$ cat config.mk
export PLATFORM = sky130hd
export DESIGN_NAME = fib_pair_fifo_flat
export DESIGN_NICKNAME = d
export VERILOG_FILES = /design/src/rtl/fib_pkg.sv /design/src/rtl/fib_pair_fifo_if.sv /design/src/rtl/fib_fifo.sv /design/src/rtl/fib_pair_fifo.sv /design/src/flat_wrapper.sv
export SDC_FILE = /design/constraint.sdc
export NUM_CORES = 1
export LEC_CHECK = 0
export CAP_MARGIN = 20
export CORE_MARGIN = 4
export CORE_UTILIZATION = 57
export CTS_CLUSTER_DIAMETER = 80
export CTS_CLUSTER_SIZE = 28
export DETAILED_ROUTE_END_ITERATION = 8
export PLACE_DENSITY_LB_ADDON = 0.05
export SLEW_MARGIN = 20
export SYNTH_ARGS = -nofsm -noshare
export SYNTH_HDL_FRONTEND = slang
export SYNTH_HIERARCHICAL = 1
export SYNTH_SLANG_ARGS = --single-unit
$ cat constraint.sdc
create_clock -name clk -period 4.86 [get_ports clk]
set_input_delay 0.972 -clock clk [delete_from_list [all_inputs] [get_ports clk]]
set_output_delay 0.972 -clock clk [all_outputs]
set_load 0.02 [all_outputs]
$ cat src/rtl/fib_pkg.sv
// Shared types and constants for the Fibonacci sample pairing FIFO.
package fib_pkg;

    localparam int unsigned BYTE_W = 8;
    localparam int unsigned WORD_W = 2 * BYTE_W;

    typedef logic [BYTE_W-1:0] byte_t;
    typedef logic [WORD_W-1:0] word_t;

    typedef enum logic {
        EMPTY = 1'b0,
        HALF  = 1'b1
    } pair_state_e;

    // Word layout: the later sample sits in the upper byte.
    typedef struct packed {
        byte_t second;
        byte_t first;
    } pair_t;

    localparam byte_t DROP_MAX = 8'hFF;

    function automatic word_t pack_pair(byte_t first, byte_t second);
        pair_t p;
        p.first  = first;
        p.second = second;
        return word_t'(p);
    endfunction

endpackage

$ cat src/rtl/fib_pair_fifo_if.sv
// Sample-in / word-out handshake bundle for fib_pair_fifo.
interface fib_pair_fifo_if;
    import fib_pkg::*;

    logic  in_valid;
    byte_t in_data;
    logic  out_valid;
    logic  out_ready;
    word_t out_data;

    modport slave (
        input  in_valid,
        input  in_data,
        input  out_ready,
        output out_valid,
        output out_data
    );

    modport master (
        output in_valid,
        output in_data,
        output out_ready,
        input  out_valid,
        input  out_data
    );

endinterface

$ cat src/rtl/fib_fifo.sv
// DEPTH-entry word FIFO with extra-MSB pointers; head reads as zero when empty.
module fib_fifo
    import fib_pkg::*;
#(
    parameter int unsigned DEPTH = 4
) (
    input  logic  clk,
    input  logic  rst_n,
    input  logic  push_i,
    input  word_t wdata_i,
    input  logic  pop_i,
    output logic  push_ok_c,
    output logic  full_c,
    output logic  empty_c,
    output word_t head_c
);

    localparam int unsigned IDX_W = $clog2(DEPTH);
    localparam int unsigned PTR_W = IDX_W + 1;

    logic [PTR_W-1:0] wr_ptr_q;
    logic [PTR_W-1:0] rd_ptr_q;
    word_t            mem_q [DEPTH];
    logic             do_pop_c;
    logic             do_push_c;

    assign empty_c   = (wr_ptr_q == rd_ptr_q);
    assign full_c    = (wr_ptr_q[IDX_W-1:0] == rd_ptr_q[IDX_W-1:0]) &&
                       (wr_ptr_q[IDX_W] != rd_ptr_q[IDX_W]);
    assign do_pop_c  = pop_i && !empty_c;
    // A pop frees the slot in the same edge, so a full FIFO still takes the push.
    assign push_ok_c = !full_c || do_pop_c;
    assign do_push_c = push_i && push_ok_c;
    assign head_c    = empty_c ? '0 : mem_q[rd_ptr_q[IDX_W-1:0]];

    always_ff @(posedge clk or negedge rst_n) begin
        if (!rst_n) begin
            wr_ptr_q <= '0;
            rd_ptr_q <= '0;
            for (int unsigned i = 0; i < DEPTH; i++) begin
                mem_q[i] <= '0;
            end
        end else begin
            if (do_push_c) begin
                mem_q[wr_ptr_q[IDX_W-1:0]] <= wdata_i;
                wr_ptr_q                   <= wr_ptr_q + PTR_W'(1);
            end
            if (do_pop_c) begin
                rd_ptr_q <= rd_ptr_q + PTR_W'(1);
            end
        end
    end

endmodule

$ cat src/rtl/fib_pair_fifo.sv
// Packs 8-bit generator samples into 16-bit words, buffers them and counts drops.
// Optional recurrence checker enabled by defining FIB_CHECK_EN (adds chk_err port).
module fib_pair_fifo
    import fib_pkg::*;
#(
    parameter int unsigned DEPTH = 4
) (
    input  logic                  clk,
    input  logic                  rst,
    fib_pair_fifo_if.slave        bus,
    output logic                  overflow,
    output byte_t                 drop_cnt
`ifdef FIB_CHECK_EN
    ,
    output logic                  chk_err
`endif
);

    pair_state_e state_q, state_d;
    byte_t       held_q, held_d;
    logic        push_c;
    word_t       word_c;
    logic        pop_c;
    logic        push_ok_c;
    logic        full_c;
    logic        empty_c;
    word_t       head_c;
    logic        drop_c;
    logic        overflow_q;
    byte_t       drop_cnt_q;

    // Pairing FSM: state register.
    always_ff @(posedge clk or negedge rst) begin
        if (!rst) begin
            state_q <= EMPTY;
            held_q  <= '0;
        end else begin
            state_q <= state_d;
            held_q  <= held_d;
        end
    end

    // Pairing FSM: next state and push request.
    always_comb begin
        state_d = state_q;
        held_d  = held_q;
        push_c  = 1'b0;
        word_c  = pack_pair(held_q, bus.in_data);
        if (bus.in_valid) begin
            case (state_q)
                EMPTY: begin
                    held_d  = bus.in_data;
                    state_d = HALF;
                end
                HALF: begin
                    push_c  = 1'b1;
                    state_d = EMPTY;
                end
                default: state_d = EMPTY;
            endcase
        end
    end

    assign pop_c = !empty_c && bus.out_ready;

    fib_fifo #(
        .DEPTH (DEPTH)
    ) u_fifo (
        .clk       (clk),
        .rst_n     (rst),
        .push_i    (push_c),
        .wdata_i   (word_c),
        .pop_i     (pop_c),
        .push_ok_c (push_ok_c),
        .full_c    (full_c),
        .empty_c   (empty_c),
        .head_c    (head_c)
    );

    assign bus.out_valid = !empty_c;
    assign bus.out_data  = head_c;

    // Drop accounting: sticky flag plus saturating counter.
    assign drop_c = push_c && !push_ok_c;

    always_ff @(posedge clk or negedge rst) begin
        if (!rst) begin
            overflow_q <= 1'b0;
            drop_cnt_q <= '0;
        end else if (drop_c) begin
            overflow_q <= 1'b1;
            if (drop_cnt_q != DROP_MAX) begin
                drop_cnt_q <= drop_cnt_q + 8'd1;
            end
        end
    end

    assign overflow = overflow_q;
    assign drop_cnt = drop_cnt_q;

`ifdef FIB_CHECK_EN
    byte_t       h1_q;
    byte_t       h2_q;
    logic [1:0]  cnt_q;
    logic        chk_err_q;
    byte_t       sum_c;

    assign sum_c = h1_q + h2_q;

    // Recurrence check sees every sample, whether or not its word is later dropped.
    always_ff @(posedge clk or negedge rst) begin
        if (!rst) begin
            h1_q      <= '0;
            h2_q      <= '0;
            cnt_q     <= '0;
            chk_err_q <= 1'b0;
        end else if (bus.in_valid) begin
            if ((cnt_q == 2'd2) && (bus.in_data != sum_c)) begin
                chk_err_q <= 1'b1;
            end
            h2_q <= h1_q;
            h1_q <= bus.in_data;
            if (cnt_q != 2'd2) begin
                cnt_q <= cnt_q + 2'd1;
            end
        end
    end

    assign chk_err = chk_err_q;
`endif

endmodule
$ cat src/flat_wrapper.sv
// flat-port wrapper written by rule: the top's interface ports become plain ports
module fib_pair_fifo_flat import fib_pkg::*;
#(
    parameter int unsigned DEPTH = 4
)
  (clk, rst, overflow, drop_cnt, bus_in_valid, bus_in_data, bus_out_ready, bus_out_valid, bus_out_data);
  fib_pair_fifo_if bus_i ();
  input  logic clk;
  input  logic rst;
  output logic overflow;
  output byte_t drop_cnt;
  input wire logic [$bits(bus_i.in_valid)-1:0] bus_in_valid;
  input wire logic [$bits(bus_i.in_data)-1:0] bus_in_data;
  input wire logic [$bits(bus_i.out_ready)-1:0] bus_out_ready;
  output wire logic [$bits(bus_i.out_valid)-1:0] bus_out_valid;
  output wire logic [$bits(bus_i.out_data)-1:0] bus_out_data;
  assign bus_i.in_valid = bus_in_valid;
  assign bus_i.in_data = bus_in_data;
  assign bus_i.out_ready = bus_out_ready;
  assign bus_out_valid = bus_i.out_valid;
  assign bus_out_data = bus_i.out_data;
  fib_pair_fifo #(.DEPTH(DEPTH)) u_core (.clk(clk), .rst(rst), .bus(bus_i), .overflow(overflow), .drop_cnt(drop_cnt));
endmodule
==> results of run 1 <==
[critical path: cells and delay by family, from the launching register on]
family,cells,cell delay (ns)
and+or+nand+nor,2,0.78
xor gates and xnor gates,1,0.30
DFF,1,0.36
buffers and inverters,3,1.05
[power groups by stage]
stage / Combinational (mW) / Sequential, mW / Clock, mW
5_1_grt: 1.99 / 1.35 / 0.571
6_report: 1.85 / 1.31 / 0.533
3_3_place_gp: 1.84 / 1.30 / 0
4_1_cts: 1.88 / 1.31 / 0.544
3_5_place_dp: 1.87 / 1.32 / 0
2_1_floorplan: 1.30 / 1.26 / 0
[area by class of cell]
| type | instances | area (um^2) |
|---|---|---|
| tap | 96 | 120 |
| timing repair buffer | 45 | 428 |
| sequential | 88 | 2200 |
| clock buffer | 11 | 151 |
| multi-input combinational | 169 | 1890 |
| clock inverter | 5 | 62.6 |
| fill | 515 | 2110 |
| inverter | 5 | 18.8 |
[placed cells by master, fill, tap and decap left out, types with 2 or more instances in the layout]
| cell type | n |
|---|---|
| nor2_1 | 2 |
| xnor2_1 | 5 |
| xor2_1 | 2 |
| nand2_1 | 5 |
| nor3_1 | 4 |
| ha_1 | 6 |
| inv_6 | 2 |
| dfrtp_1 | 88 |
| nor2b_1 | 18 |
| clkbuf_8 | 11 |
| o21ai_0 | 2 |
| clkinvlp_4 | 2 |
| mux4_2 | 16 |
| and2_1 | 5 |
| mux2_2 | 71 |
| nand3_1 | 3 |
| clkdlybuf4s50_1 | 36 |
| inv_1 | 5 |
| buf_4 | 9 |
| xor2_2 | 2 |
| o41ai_4 | 4 |
| mux2_1 | 7 |
[registers in the layout, indices dropped and copies added, names as in the netlist]
signal                  flops
u_core/drop_cnt             8
u_core/held_q               8
u_core/overflow             1
u_core/state_q              1
u_core/u_fifo/mem_q        64
u_core/u_fifo/rd_ptr_q      3
u_core/u_fifo/wr_ptr_q      3
[per-layer routing]
metal | global-route usage | vias up
li1 | - | 1080
met1 | 0.256 | 1214
met2 | 0.329 | 23
met3 | 0.0321 | 6
met4 | 0.0650 | 0
met5 | 0 | -
[worst paths after layout]
| path | start | endpoint | slack, ns | cells after the start |
|---|---|---|---|---|
| max | u_core/u_fifo/rd_ptr_q[1] | bus_out_data[0] | 1.04 | 6 |
| min | u_core/overflow | u_core/overflow | 0.49 | 1 |
| max reg2reg | u_core/u_fifo/rd_ptr_q[1] | u_core/drop_cnt[7] | 1.23 | 9 |
| min reg2reg | u_core/overflow | u_core/overflow | 0.49 | 1 |
| max in group asynchronous | rst | u_core/u_fifo/mem_q[35] | 3.29 | 2 |
| min in group asynchronous | rst | u_core/drop_cnt[5] | 0.66 | 1 |
[per-stage QoR]
stage | power, mW | instance area, um^2 | hold slack, ns | utilization | cells
2_1_floorplan | 2.56 | 4190 | 0.459 | - | 273
3_3_place_gp | 3.14 | 4660 | 0.472 | 0.667 | 403
3_5_place_dp | 3.19 | 4660 | 0.474 | 0.667 | 403
4_1_cts | 3.73 | 4870 | 0.497 | 0.698 | 419
5_1_grt | 3.91 | 4870 | 0.516 | 0.698 | 419
6_report | 3.69 | 4870 | 0.491 | 0.698 | 419
==> reports/qor.yml, run 1 <==
status: "finished, final reports clean"
antenna_cells: 0
hold_path.class: "flip-flop to flip-flop"
track_usage: 0.195
fin_ws_ns: 1.04
final_nets: 336
overflow: 0
postCtsSetupRepairBufs: 0
worstPathCellList: "buf_4 -> xor2_2 -> nor3_2 -> buf_4 -> nor2b_1 -> clkdlybuf4s50_1"
maxCapViolCount: 0
via_count: 2323
grt_max_degree: 55
peakVddDrop_uv: 449
relSlewSlack: 0.381
period_share: 0.786
cts.clk_slew.worst_paths_ns: 0.09
grt_pass1_wl_um: 13000
cts_buffers: 9
start_kind: "flip-flop"
viasPerCell: 5.54
syn_avg_cell_area_um2: 15.3
seq_power_share: 0.354
grt_pass1_vias: 2519
route.antenna.remaining_nets: 0
p_leak_nw: 2.04
drt_iter0_drc: 108
dr.pass1.iters: 3
core_um2: 6980
drive_gt1_frac: 0.387
maxSlewViolCount: 0
finalSetupTns_ns: 0
required_ns: 3.89
hold_viol: 0
period_minus_slack_ns: 3.82
crit_path_end_kind: "primary output"
dp_slack_ns: 1.21
routed.top_layer: "met4"
critPathKind: "flip-flop to primary output"
power_frac_comb: 0.501
power.density_nw_per_um2: 758
syn-instance-count: 273
cts_tree: "done"
route.met3.wl_um: 179
dp_hpwl_um: 5100
wirelength_um: 7730
worstSkewPairLatency_ns: 0.35
die_w_um: 93.7
crit_path_max_fanout: 19
areaGrowthSynthToFinish_pct: 16.3
fmax_mhz: 262
antenna_found_initial: 0
cts_resized: 0
cts-root-buf: "clkbuf_8"
switching_share: 0.364
rsz0062_at_grt: "no"
io_buffers: 37
critPathMaxStageDelay_ns: 0.71
ys_warn_count: 6
htree_levels: 3
clkPwrFrac: 0.144
start_util: 0.600
worst_pin_slew_ns: 0.926
finalClockSkew_ns: 0.0101
drc_errors: 0
cp_data_arrival_time_ns: 2.85
cts-hold-fix-buffers: 0
p_sw_mw: 1.34
cp_common_cell: "buf_4"
wl_per_cell_um: 18.4
row_count: 30
fp.dieArea_um2: 8780
die_h_um: 93.7
syn_area_um2: 4190
drt-met1-wl_um: 3470
cp_slowest_cell: "nor3_2"
cts_sinks: 88
routabilityCongestion: 0.794
dr_wl_met2_um: 3990
ios: 38
p_int_mw: 2.35
setup-violations-final: 0
synthesis.nets: 291
clk_path_buf_depth: 2
Note: power is estimated with default switching activity, not from simulation.
==> inputs of run 2 (changes only) <==
- clock period: 4.86 -> 3.81 ns (I/O delays scaled with it)
==> reports/qor.yml, run 2 (synthesized netlist as in run 1, its figures left out) <==
status: "finished, final reports clean"
fillers: 503  # -2.3%
routabilityCongestion: 0.765  # -3.7%
fmax_mhz: 306
top_register: "u_core/u_fifo/mem_q"
hold_path.class: "input pin to async pin"
dp_hpwl_um: 5150  # +0.97%
r2r_cells: 8  # -1
regArea_um2: 2200  # unchanged
power.density_nw_per_um2: 976  # +29%
clk_path_buf_depth: 2  # unchanged
antenna_cells: 0  # unchanged
critPathKind: "flip-flop to primary output"
ios: 38  # unchanged
rsz0062_at_grt: "no"
worstPathCellList: "xor2_2 -> nor3_2 -> buf_4 -> nor2b_1 -> clkdlybuf4s50_1"
maxCapViolCount: 0  # unchanged
core_um2: 6980  # unchanged
postCtsSetupRepairBufs: 0  # unchanged
viasPerCell: 5.67  # +2.3%
grt_pass1_wl_um: 12900  # -1.2%
rrSetupSlack_ns: 1.06  # -0.17 ns
drc_errors: 0  # unchanged
worst_pin_slew_ns: 0.909  # -0.0172 ns
grt_max_degree: 89  # +62%
antenna_found_initial: 0  # unchanged
crit_path_max_fanout: 10  # -9
relSlewSlack: 0.393  # +0.0115
dr.pass1.iters: 4  # +1
largest_register_ff_count: 64  # unchanged
cts_buffers: 9  # unchanged
htree_levels: 3  # unchanged
start_util: 0.600  # unchanged
hold_ws_ns: 0.460  # -0.0303 ns
fin_area_um2: 4910  # +0.82%
drt_iter0_drc: 52  # -52%
route.antenna.remaining_nets: 0  # unchanged
p_total_mw: 4.80  # +30%
via_count: 2382  # +2.5%
worstSkewPairLatency_ns: 0.35  # about the same
fp.dieArea_um2: 8780  # unchanged
start_kind: "flip-flop"
cts.clk_slew.worst_paths_ns: 0.09  # about the same
grt_pass1_vias: 2506  # -0.52%
hold_viol: 0  # unchanged
row_count: 30  # unchanged
rr_endpoint: "u_core/drop_cnt[4]"
critPathMaxStageDelay_ns: 0.63  # -0.08 ns
areaGrowthSynthToFinish_pct: 17.3
crit_end: "bus_out_data[0]"
wl_per_cell_um: 18.6  # +1.1%
period_share: 0.857
required_ns: 3.05  # -0.84 ns
final_cell_mix: "dfrtp_1, mux2_2, clkdlybuf4s50_1"
layout_commonest_cell: "dfrtp_1"
io_buffers: 37  # unchanged
die_h_um: 93.7  # unchanged
cts_sinks: 88  # unchanged
cts-root-buf: "clkbuf_8"
maxSlewViolCount: 0  # unchanged
placedInstanceArea_um2: 4680  # +0.43%
startpoint: "u_core/u_fifo/wr_ptr_q[0]"
peakVddDrop_uv: 664  # +48%
drive_gt1_frac: 0.389  # +0.00189
final_cells: 420  # +0.24%
p_leak_nw: 2.07  # +1.5%
cts_resized: 0  # unchanged
period_minus_slack_ns: 3.26
finalClockSkew_ns: 0.00812  # -0.00195 ns
cp_slowest_cell: "clkdlybuf4s50_1"
wirelength_um: 7830  # +1.3%
die_w_um: 93.7  # unchanged
setup-violations-final: 0  # unchanged
cts-hold-fix-buffers: 0  # unchanged
overflow: 0  # unchanged
final_nets: 337  # +0.30%
multi_input_area_um2: 1890  # unchanged
place_inst: 404  # +0.25%
crit_path_end_kind: "primary output"
finalSetupTns_ns: 0  # unchanged
track_usage: 0.196  # +0.000866
cp_data_arrival_time_ns: 2.50  # -0.35 ns
cts_tree: "done"
timing.rr.start: "u_core/u_fifo/wr_ptr_q[1]"
-- run 2: worst min-delay path by stage --
stage,from,to,slack [ns],cells after the start
detailed placement,u_core/overflow,u_core/overflow,0.47,1
global route,rst,u_core/drop_cnt[4],0.49,1
global placement,u_core/overflow,u_core/overflow,0.45,1
finish,rst,u_core/drop_cnt[5],0.46,1
CTS,u_core/overflow,u_core/overflow,0.49,1
floorplan,u_core/u_fifo/mem_q[32],u_core/u_fifo/mem_q[32],0.46,1
-- run 2: metrics by stage --
stage / util / setup WS, ns
4_1_cts: 0.703 / 0.507
3_3_place_gp: 0.670 / 0.932
2_1_floorplan: - / 0.405
3_5_place_dp: 0.670 / 0.907
5_1_grt: 0.704 / 0.439
6_report: 0.704 / 0.546
-- run 2: layout make-up --
class                      instances  share of cell area
sequential                        88               0.448
multi-input combinational        169               0.385
timing repair buffer              46              0.0920
clock buffer                      11              0.0308
tap                               96              0.0245
clock inverter                     5              0.0160
inverter                           5             0.00382
-- run 2: power breakdown --
part	switching [mW]	leakage, nW	total, mW	internal (mW)
Sequential	0.294	1.06	1.67	1.38
Combinational	1.10	0.890	2.40	1.30
Clock	0.320	0.119	0.724	0.404
Total	1.72	2.07	4.80	3.08
-- run 2: worst max-delay path, delay by kind of cell (launching register included) --
family / cells / cell delay (ns)
XOR/XNOR: 1 / 0.56
buffers and inverters: 2 / 0.85
flip-flops: 1 / 0.49
AND/OR/NAND/NOR: 2 / 0.26
-- run 2: per-layer routing --
| metal | up-vias | wire length, um | GRT usage | share of wire |
|---|---|---|---|---|
| met1 | 1253 | 3470 | 0.259 | 0.44 |
| met3 | 10 | 229 | 0.0425 | 0.029 |
| li1 | 1085 | - | - | - |
| met5 | - | 0 | 0 | 0 |
| met2 | 34 | 4030 | 0.317 | 0.51 |
| met4 | 0 | 97 | 0.0758 | 0.012 |
==> inputs of run 3 (changes only) <==
- GPL_TIMING_DRIVEN: default -> 0
==> reports/qor.yml, run 3 (synthesized netlist as in run 1, its figures left out) <==
cts-root-buf: "clkbuf_8"
crit_family: "buffers and inverters"
top_register: "u_core/u_fifo/mem_q"
routabilityCongestion: 0.732  # -4.4%
drive_gt1_frac: 0.388  # -0.000510
row_count: 30  # unchanged
htree_levels: 3  # unchanged
period_share: 0.953  # +0.0961
peakVddDrop_uv: 506  # -24%
io_buffers: 37  # unchanged
placedInstanceArea_um2: 4700  # +0.53%
fp.dieArea_um2: 8780  # unchanged
period_minus_slack_ns: 3.63  # +0.366 ns
cp_slowest_cell: "o41ai_4"
finalClockSkew_ns: 0.0128  # +0.00470 ns
postCtsSetupRepairBufs: 0  # unchanged
cts-hold-fix-buffers: 0  # unchanged
place_inst: 407  # +0.74%
grt_pass1_vias: 2505  # -0.040%
dp_hpwl_um: 5370  # +4.2%
crit_path_max_fanout: 11  # +1
dp_slack_ns: -0.287  # -1.19 ns
die_h_um: 93.7  # unchanged
start_kind: "flip-flop"
critPathMaxStageDelay_ns: 0.87  # +0.24 ns
drc_errors: 0  # unchanged
fin_area_um2: 4900  # -0.20%
antenna_found_initial: 0  # unchanged
final_nets: 340  # +0.89%
crit_path_end_kind: "flip-flop"
ios: 38  # unchanged
via_count: 2399  # +0.71%
worst_pin_slew_ns: 0.811  # -0.0981 ns
dr.pass1.iters: 4  # unchanged
fin_ws_ns: 0.180  # -0.366 ns
final_cell_mix: "dfrtp_1, mux2_2, clkdlybuf4s50_1"
hold_path.class: "input pin to async pin"
route.antenna.remaining_nets: 0  # unchanged
fmax_mhz: 275  # -10%
cp_num_buf_inv: 4  # +2
required_ns: 4.05  # +1.00 ns
track_usage: 0.198  # +0.00218
worstPathCellList: "buf_4 -> xor2_2 -> nor3_4 -> buf_2 -> nor2b_1 -> buf_1 -> o41ai_4 -> buf_6 -> mux2_2"
areaGrowthSynthToFinish_pct: 17.1
cts_tree: "done"
grt_pass1_wl_um: 12900  # +0.54%
cts_sinks: 88  # unchanged
cts.clk_slew.worst_paths_ns: 0.09  # about the same
relSlewSlack: 0.458  # +0.0648
power.density_nw_per_um2: 957  # -2.0%
antenna_cells: 0  # unchanged
cts_buffers: 9  # unchanged
cp_data_arrival_time_ns: 3.87  # +1.37 ns
core_um2: 6980  # unchanged
final_cells: 423  # +0.71%
worstSkewPairLatency_ns: 0.36  # about the same
layout_commonest_cell: "dfrtp_1"
wirelength_um: 7790  # -0.54%
die_w_um: 93.7  # unchanged
hold_viol: 0  # unchanged
maxCapViolCount: 0  # unchanged
drt_iter0_drc: 102  # +96%
viasPerCell: 5.67  # about the same
overflow: 0  # unchanged
wl_per_cell_um: 18.4  # -1.2%
critPathKind: "flip-flop to flip-flop"
maxSlewViolCount: 0  # unchanged
largest_register_ff_count: 64  # unchanged
start_util: 0.600  # unchanged
grt_max_degree: 46  # -48%
rsz0062_at_grt: "no"
setup-violations-final: 0  # unchanged
status: "finished, final reports clean"
p_leak_nw: 2.05  # -0.69%
clk_path_buf_depth: 2  # unchanged
run 3: changes by cell type in the layout (fill, tap and decap cells not counted), moves of 2 or more:
| cell | before | now |
|---|---|---|
| inv_6 | 0 | 3 |
| buf_6 | 1 | 4 |
| buf_4 | 8 | 3 |
| clkinv_2 | 2 | 0 |
| clkinvlp_4 | 0 | 2 |
| buf_2 | 0 | 3 |
| bufinv_16 | 2 | 0 |
run 3: layout make-up:
cell class | count | area [um^2]
clock inverters | 6 | 50.0
well taps | 96 | 120
multi-input cells | 169 | 1900
repair buffers | 38 | 395
flip-flops and latches | 88 | 2200
clock buffers | 10 | 138
inverters | 5 | 18.8
plain buffers | 11 | 82.6
fillers | 509 | 2080
run 3: metrics by stage:
step                      total power [mW]   util  hold slack, ns  setup TNS [ns]
after floorplan                       3.26      -           0.459               0
after detailed placement              4.09  0.674           0.455          -10.66
after CTS                             4.72  0.701           0.407               0
after global routing                  4.99  0.702           0.425               0
final                                 4.69  0.702           0.398               0
after global placement                4.01  0.670           0.450         -117.66
run 3: path summary, 6_finish.rpt:
path	startpoint	end	slack [ns]	cells past startpoint
worst max-delay path	u_core/u_fifo/rd_ptr_q[1]	u_core/u_fifo/mem_q[10]	0.18	9
worst min-delay path	rst	u_core/drop_cnt[4]	0.40	1
worst max register to register	u_core/u_fifo/rd_ptr_q[1]	u_core/u_fifo/mem_q[10]	0.18	9
worst min register to register	u_core/overflow	u_core/overflow	0.47	1
max in group asynchronous	rst	u_core/u_fifo/mem_q[2]	2.79	2
min in group clk	u_core/overflow	u_core/overflow	0.47	1
run 3: timing repair:
action                     CTS  global route
gates resized for setup      1             1
setup endpoints to repair   76            38
hold endpoints to repair     0             0
run 3: layer usage:
metal,global-route usage,vias to the layer above,share of wire
li1,-,1093,-
met1,0.256,1260,0.45
met2,0.326,33,0.50
met3,0.0553,13,0.030
met4,0.0578,0,0.015
met5,0,-,0
run 3: worst register-to-register path: cells and delay by family, from the launching register on:
kind / cells / cell delay, ns
xor gates and xnor gates: 1 / 0.29
muxes: 1 / 0.35
DFF: 1 / 0.38
buffers and inverters: 4 / 1.11
AOI/OAI and AO/OA: 1 / 0.87
and+or+nand+nor: 2 / 0.51
run 3: report_power, final:
| group | internal, mW | switching (mW) | total, mW |
|---|---|---|---|
| Sequential | 1.38 | 0.284 | 1.66 |
| Clock | 0.263 | 0.344 | 0.607 |
| Combinational | 1.29 | 1.13 | 2.42 |
==> RTL edit: new RTL, settings of run 3 <==
`DEPTH` is set to 4 in 3 places; all go to 8.
--- a/src/rtl/fib_fifo.sv
+++ b/src/rtl/fib_fifo.sv
@@ -2,7 +2,7 @@
 module fib_fifo
     import fib_pkg::*;
 #(
-    parameter int unsigned DEPTH = 4
+    parameter int unsigned DEPTH = 8
 ) (
     input  logic  clk,
     input  logic  rst_n,
--- a/src/rtl/fib_pair_fifo.sv
+++ b/src/rtl/fib_pair_fifo.sv
@@ -3,7 +3,7 @@
 module fib_pair_fifo
     import fib_pkg::*;
 #(
-    parameter int unsigned DEPTH = 4
+    parameter int unsigned DEPTH = 8
 ) (
     input  logic                  clk,
     input  logic                  rst,
--- a/src/flat_wrapper.sv
+++ b/src/flat_wrapper.sv
@@ -1,7 +1,7 @@
 // flat-port wrapper written by rule: the top's interface ports become plain ports
 module fib_pair_fifo_flat import fib_pkg::*;
 #(
-    parameter int unsigned DEPTH = 4
+    parameter int unsigned DEPTH = 8
 )
   (clk, rst, overflow, drop_cnt, bus_in_valid, bus_in_data, bus_out_ready, bus_out_valid, bus_out_data);
   fib_pair_fifo_if bus_i ();
Behaviour: no difference found for any inputs over 10 cycles, from zero or initial values and one cycle with rst low; that may be too few to reach the edited logic, so the function may still have changed.
==> RTL edit against run 3 <==
- synthesized area grew 79%
- critical endpoint is now bus_out_data[7]
- power grew 77%
- worst setup slack lost 35 ps
- non-clock buffer count grew 14
- design area grew 77%
- clock power grew to 2.8 times the old value
- wire length grew 110%
- sequential cell count grew 66
==> RTL edit: results <==
set metrics [dict create \
    status "completed" \
    worstMarginPinSlew_ps 1110 \
    first_global_vias 4545 \
    synth.net_count 478 \
    syn2layout_area_growth_pct 16.3 \
    clock_skew_ps 8.03 \
    gp_congestion 0.784 \
    drive_gt1_share_pct 45.4 \
    wl_met3_microns 652 \
    path_class "reg2out" \
    dr_total_vias 4113 \
    clockRootBuffer "clkbuf_16" \
    comb_cell_power_uw 3690 \
    grt_pass1_wl_microns 26100 \
    grt_max_degree 90 \
    dpl_cell_area_sq_mm 0.00809 \
    seq_power_share_pct 35.4 \
    numCtsBuffers 17 \
    dr_wl_met2_microns 7860 \
    syn_inst 463 \
    path_clk_slew_ps 60 \
    cts.htree.levels 4 \
    ir_drop_uv 576 \
    grt_usage_pct 23.7 \
    pre_cts_ws_ps -106 \
    place_inst 673 \
    cts-resized-gates 2 \
    drt-met1-wl_microns 7240 \
    first_iter_violations 275 \
]
==> RTL edit: cell types whose count changed in the layout (fill, tap and decap cells not counted), sizes merged, moves of 9 or more <==
| cell | delta |
|---|---|
| buf | +12 |
| clkbuf | +18 |
| dfrtp | +66 |
| mux2 | +64 |
| mux2i | +16 |
| mux4 | +16 |
| nor2 | +24 |
| nor2b | -16 |
| o21ai | +9 |
==> RTL edit: layout make-up <==
type,instances,area share [%]
multi-input cells,281,38.9
plain buffers,25,2.62
clock buffers,26,6.20
well taps,172,2.48
clock inverters,6,0.662
inverters,3,0.130
repair buffers,38,4.63
flip-flops and latches,154,44.3
==> RTL edit: worst max-delay path: stages, from the launching register on <==
cell and delay [ps]:
dfrtp_1 350, buf_2 260, clkbuf_1 660, mux4_2 350
mux2i_1 70, nor2_1 170, clkdlybuf4s50_1 620
==> RTL edit: routing by layer <==
layer,vias to the layer above,track usage (%)
li1,1809,-
met2,76,37.5
met3,14,5.25
met5,-,0
met1,2214,33.3
met4,0,6.72
